### config.mk
export PLATFORM = sky130hd
export DESIGN_NAME = key_scan
export DESIGN_NICKNAME = d
export VERILOG_FILES = /design/src/rtl/key_scan.sv
export SDC_FILE = /design/constraint.sdc
export NUM_CORES = 1
export LEC_CHECK = 0
export CELL_PAD_IN_SITES_DETAIL_PLACEMENT = 0
export CELL_PAD_IN_SITES_GLOBAL_PLACEMENT = 2
export CORE_MARGIN = 2
export CORE_UTILIZATION = 39
export DETAILED_ROUTE_END_ITERATION = 6
export MAX_ROUTING_LAYER = met4
export PLACE_DENSITY = 0.84
export SKIP_CTS_REPAIR_TIMING = 1
export SYNTH_ARGS = -nofsm -noshare
export SYNTH_HDL_FRONTEND = slang
export SYNTH_SLANG_ARGS = --single-unit
### constraint.sdc
create_clock -name clk -period 6.55 [get_ports clk]
set_input_delay 0.9825 -clock clk [delete_from_list [all_inputs] [get_ports clk]]
set_output_delay 0.9825 -clock clk [all_outputs]
set_load 0.005 [all_outputs]
### src/rtl/key_scan.sv
// 4x4 matrix keypad scanner: one-cold row drive, synchronized column sampling,
// frame-level debounce, and a nibble shift register of accepted key codes.
module key_scan #(
  parameter int CLK_IN_FREQ     = 1000000,
  parameter int SCAN_HZ         = 1000,
  parameter int DEBOUNCE_FRAMES = 3,
  parameter int DIG_WIDTH       = 4
) (
  input  logic                   clk,
  input  logic                   rst,
  input  logic [3:0]             col_i,
  input  logic                   clr_i,
  output logic [3:0]             row_o,
  output logic                   key_valid_o,
  output logic [3:0]             key_code_o,
  output logic                   key_down_o,
  output logic [DIG_WIDTH*4-1:0] key_data_o,
  output logic [1:0]             dbg_state_o
);

  localparam int PRESC_TC = CLK_IN_FREQ / SCAN_HZ - 1;
  localparam int PW       = (PRESC_TC > 0) ? $clog2(PRESC_TC + 1) : 1;
  localparam int CW       = $clog2(DEBOUNCE_FRAMES + 1);
  localparam logic [PW-1:0] PRESC_TC_V = PW'(PRESC_TC);
  localparam logic [CW-1:0] DEB_V      = CW'(DEBOUNCE_FRAMES);

  typedef enum logic [1:0] {
    IDLE     = 2'd0,
    DEBOUNCE = 2'd1,
    PRESSED  = 2'd2,
    RELEASE  = 2'd3
  } state_t;

  state_t                 state_q, state_d;
  logic [3:0]             col_s1_q, col_s2_q;
  logic [PW-1:0]          presc_q, presc_d;
  logic [3:0]             row_q, row_d;
  logic [1:0]             row_idx_q, row_idx_d;
  logic [1:0]             fr_cnt_q, fr_cnt_d;
  logic [3:0]             fr_code_q, fr_code_d;
  logic [CW-1:0]          cnt_q, cnt_d;
  logic [3:0]             cand_q, cand_d;
  logic                   key_valid_q, key_valid_d;
  logic [3:0]             key_code_q, key_code_d;
  logic                   key_down_q, key_down_d;
  logic [DIG_WIDTH*4-1:0] key_data_q, key_data_d;

  logic                   tick;
  logic [3:0]             row_low;
  logic [2:0]             row_n;
  logic [1:0]             col_idx;
  logic [1:0]             base_cnt;
  logic [2:0]             sum_cnt;
  logic [1:0]             frame_cnt;
  logic [3:0]             frame_code;
  logic                   frame_done;
  logic                   press_evt;
  logic [CW-1:0]          cnt_inc;
  logic [DIG_WIDTH*4+3:0] shifted;

  // Scan timing and per-row accumulation into a frame result (0, 1 or 2+ keys).
  always_comb begin
    tick      = (presc_q == PRESC_TC_V);
    presc_d   = tick ? '0 : presc_q + 1'b1;
    row_d     = row_q;
    row_idx_d = row_idx_q;
    fr_cnt_d  = fr_cnt_q;
    fr_code_d = fr_code_q;
    row_low   = ~col_s2_q;
    row_n     = {2'b0, row_low[0]} + {2'b0, row_low[1]} +
                {2'b0, row_low[2]} + {2'b0, row_low[3]};
    case (row_low)
      4'b0010: col_idx = 2'd1;
      4'b0100: col_idx = 2'd2;
      4'b1000: col_idx = 2'd3;
      default: col_idx = 2'd0;
    endcase
    base_cnt   = (row_idx_q == 2'd0) ? 2'd0 : fr_cnt_q;
    sum_cnt    = {1'b0, base_cnt} + row_n;
    frame_cnt  = (sum_cnt >= 3'd2) ? 2'd2 : sum_cnt[1:0];
    frame_code = (base_cnt == 2'd0 && row_n == 3'd1) ? {row_idx_q, col_idx} : fr_code_q;
    frame_done = tick && (row_idx_q == 2'd3);
    if (tick) begin
      row_d     = {row_q[2:0], row_q[3]};
      row_idx_d = row_idx_q + 2'd1;
      fr_cnt_d  = frame_cnt;
      fr_code_d = frame_code;
    end
  end

  // Debounce FSM; it only advances on the row-3 tick that closes a frame.
  always_comb begin
    state_d   = state_q;
    cnt_d     = cnt_q;
    cand_d    = cand_q;
    press_evt = 1'b0;
    cnt_inc   = cnt_q + 1'b1;
    if (frame_done) begin
      unique case (state_q)
        IDLE: begin
          if (frame_cnt == 2'd1) begin
            state_d = DEBOUNCE;
            cand_d  = frame_code;
            cnt_d   = CW'(1);
          end
        end
        DEBOUNCE: begin
          if (frame_cnt == 2'd1 && frame_code == cand_q) begin
            cnt_d = cnt_inc;
            if (cnt_inc == DEB_V) begin
              state_d   = PRESSED;
              press_evt = 1'b1;
            end
          end else if (frame_cnt == 2'd1) begin
            cand_d = frame_code;
            cnt_d  = CW'(1);
          end else begin
            state_d = IDLE;
            cnt_d   = '0;
          end
        end
        PRESSED: begin
          if (frame_cnt == 2'd0) begin
            state_d = RELEASE;
            cnt_d   = CW'(1);
          end
        end
        RELEASE: begin
          if (frame_cnt == 2'd0) begin
            cnt_d = cnt_inc;
            if (cnt_inc == DEB_V) begin
              state_d = IDLE;
              cnt_d   = '0;
            end
          end else begin
            state_d = PRESSED;
          end
        end
        default: state_d = IDLE;
      endcase
    end
  end

  // Event outputs; a clear that coincides with a press keeps only the new code.
  always_comb begin
    shifted     = {key_data_q, cand_q};
    key_valid_d = press_evt;
    key_code_d  = press_evt ? cand_q : key_code_q;
    key_down_d  = (state_d == PRESSED) || (state_d == RELEASE);
    key_data_d  = key_data_q;
    if (clr_i) begin
      key_data_d = press_evt ? {{(DIG_WIDTH*4-4){1'b0}}, cand_q} : '0;
    end else if (press_evt) begin
      key_data_d = shifted[DIG_WIDTH*4-1:0];
    end
  end

  always_ff @(posedge clk or negedge rst) begin
    if (!rst) begin
      state_q     <= IDLE;
      col_s1_q    <= 4'hF;
      col_s2_q    <= 4'hF;
      presc_q     <= '0;
      row_q       <= 4'b1110;
      row_idx_q   <= 2'd0;
      fr_cnt_q    <= 2'd0;
      fr_code_q   <= 4'd0;
      cnt_q       <= '0;
      cand_q      <= 4'd0;
      key_valid_q <= 1'b0;
      key_code_q  <= 4'd0;
      key_down_q  <= 1'b0;
      key_data_q  <= '0;
    end else begin
      state_q     <= state_d;
      col_s1_q    <= col_i;
      col_s2_q    <= col_s1_q;
      presc_q     <= presc_d;
      row_q       <= row_d;
      row_idx_q   <= row_idx_d;
      fr_cnt_q    <= fr_cnt_d;
      fr_code_q   <= fr_code_d;
      cnt_q       <= cnt_d;
      cand_q      <= cand_d;
      key_valid_q <= key_valid_d;
      key_code_q  <= key_code_d;
      key_down_q  <= key_down_d;
      key_data_q  <= key_data_d;
    end
  end

  assign row_o       = row_q;
  assign key_valid_o = key_valid_q;
  assign key_code_o  = key_code_q;
  assign key_down_o  = key_down_q;
  assign key_data_o  = key_data_q;
  assign dbg_state_o = state_q;

endmodule

==> run metrics <==
Max Clk Rate 0.253 GHz; Syn Inst Count 277; DR vias 2103; Cell Area, Synth 3010 um2; most used flip-flop cell after synthesis dfrtp_1; power share of the combinational group 6.3%; share of power burned in registers 47.8%; Core Box Area 7610 um2; Final Hold Viols 0; Rel. slew slack 50.6%; Switching Power 0.000181 W; Slew @ Worst Pin 0.737 ns; Max-cap violations 0; Hold WC Path Type reg2reg; drt first-iter violations 124; antenna-violating nets left 0; RSZ-0062 raised after global routing no; post-synth top area share 40.7%; syn nets 297; Layout Nets 336; Congestion Overflow GR 0; largest net degree at the start of global routing 61; vias in the first global route 2107; first-pass GRT wire length 10100 um; H-tree lvl count 3; GR Util met3 2.96%; Synth Area per Inst 10.9 um2; initial antenna violation count 0; first-pass iteration count of the detailed router 4; Net Sw Frac 23.1%; P per Cell Area 216 nW/um2; commonest non-fill, non-tap cell in the layout dfrtp_1; GRT Max-Usage Layer met2; worst vdd ir 0.148 mV; post-synth top area cell dfrtp_1; fraction of layout cells with a size suffix above 1 14.7%; largest buffer count on any clock path 2; CTS sink count 60; Design Power 0.000787 W; maximum fanout along the worst path 22; Post-synth ARST share 100%; fin. max-slew vios 0; Netlist cell types 48; CP Capture Type flip-flop; Die X-Extent 91.8 um; leading cell types in the layout, fill and taps excluded 49 x dfrtp_1, 33 x clkdlybuf4s50_1, 28 x nand2_1; Tcrit/Tclk final 60.3%; gr usage total 15.5%; Port Buf Inserts 34; Root Driver clkbuf_8; n_diodes 0; worst skew pair latency 0.34 ns; status finished clean; WP data required 6.77 ns; Worst path max stage delay 0.54 ns; GPL Wtd Cong 0.805; clock-pin slew on the worst setup and hold paths 0.07 ns; die span in y 91.8 um; Worst Path Arrival 4.17 ns; grt met1 use 21.6%; Synth area leaders dfrtp_1 41%, dfstp_2 9.6%, mux2i_1 6.3%, ha_1 4.6%, nand2b_1 3.7%; Seq cells post-synth 60; setup tns final 0 ns; Syn. warnings 0; Total Wirelength 5730 um; Post-synth EDFFs 0; area growth from synthesis to layout 21.2%; DR DRC count 0; # setup viols final 0; clock share of power 45.9%; Power Internal 0.000606 W; CTS tree yes; crit path max-delay cell type dfstp_2; detailed-placement wirelength estimate 4160 um; wire length per cell 13.6 um; post-synthesis sequential area ratio 50.4%; vias per inst 4.98; crit-path cells inv_1, fa_1, ha_1, ha_1, fa_1, xor2_1, nor3_1, nand2_1, nor4_1, and3_1, buf_4, mux2_2; critical path class reg2reg; crit path launch type flip-flop; Final Skew 0.0115 ns; die area 8430 um2; # rows 32; crit path time final 3.95 ns; critical path buffer and inverter count 2; met2 usage 22.0%; IO Pins 35; Initial Utilization 39.6%; critical path's top delay family adder cells; TritonCTS buffer count 9; LEAKAGE 1.57 nW
flip-flops by register name (all words and copies together), names as in the netlist:
name and count:
presc_q 10, cand_q 4, row_idx_q 2, key_data_o 16, fr_cnt_q 2, dbg_state_o 2
cnt_q 2, key_down_o 1, col_s1_q 4, key_code_o 4, row_o 4, key_valid_o 1
col_s2_q 4, fr_code_q 4
cell type report:
type / count / area (um2)
inverters: 13 / 48.8
clock buffers: 9 / 124
fillers: 734 / 3960
repair buffers: 37 / 358
multi-input cells: 195 / 1390
flip-flops and latches: 60 / 1520
well taps: 102 / 128
clock inverters: 6 / 88.8
worst paths after layout:
kind                       cells after the start             to  slack [ns]        start
hold / removal                                 0    col_s2_q[3]        0.36  col_s1_q[3]
setup reg to reg                              12  key_code_o[1]        2.60  col_s2_q[0]
max in group asynchronous                      2   fr_code_q[1]        5.27          rst
hold reg to reg                                0    col_s2_q[3]        0.36  col_s1_q[3]
min in group asynchronous                      2     presc_q[0]        0.79          rst
setup / recovery                              12  key_code_o[1]        2.60  col_s2_q[0]
power by group through the flow:
| stage | logic, W | registers (W) | clock network (W) |
|---|---|---|---|
| finish | 0.0000497 | 0.000376 | 0.000361 |
| floorplan | 0.0000312 | 0.000383 | 0 |
| detailed placement | 0.0000507 | 0.000383 | 0 |
| global route | 0.0000559 | 0.000377 | 0.000388 |
| CTS | 0.0000509 | 0.000376 | 0.000372 |
| global placement | 0.0000506 | 0.000383 | 0 |
cells in the mapped netlist, drive strengths merged, types with 3 or more instances:
cell    count
dfstp      11
and2        3
nand2b     18
inv        13
nor2       18
a21oi       8
nand3      14
o21ai       8
xnor2       6
nor4        3
nor2b       7
xor2        5
mux2i      19
mux2        8
and3        6
nor3        5
dfrtp      49
a31oi       3
nand2      28
clkbuf      6
buf         3
o31ai       3
ha         11
worst register-to-register path: cells and delay by family (launching register included):
family / cells / cell delay [ns]
DFF: 1 / 0.54
adders and majority gates: 4 / 1.43
xor gates and xnor gates: 1 / 0.17
and+or+nand+nor: 4 / 0.92
muxes: 1 / 0.38
buffers and inverters: 2 / 0.39
stage by stage:
stage               util [%]  hold slack [ns]  instances  setup WS [ns]  instance area [um2]
global route            47.9            0.366        422           2.30                 3650
global placement        45.1            0.347        407           2.68                 3430
finish                  47.9            0.360        422           2.60                 3650
detailed placement      45.1            0.347        407           2.58                 3430
floorplan                  -            0.345        277           2.98                 3010
CTS                     47.9            0.360        422           2.57                 3650
metal layers:
layer | vias up | part of all wire [%] | wire length, um
li1 | 1035 | - | -
met1 | 1022 | 48 | 2750
met2 | 37 | 47 | 2700
met3 | 9 | 3.2 | 186
met4 | 0 | 1.7 | 97
met5 | - | 0 | 0
cell families (layout without fill, tap and decap cells):
kind of cell / after synthesis / count (layout) / synth area share [%]
flops: 60 / 60 / 50.4
compound gates: 35 / 35 / 7.90
mux: 27 / 27 / 9.56
buf+inv: 22 / 65 / 3.78
fa+ha+maj: 13 / 13 / 5.90
simple gates: 109 / 109 / 19.3
xor+xnor: 11 / 11 / 3.20
Power figures use the tool's default switching activity.
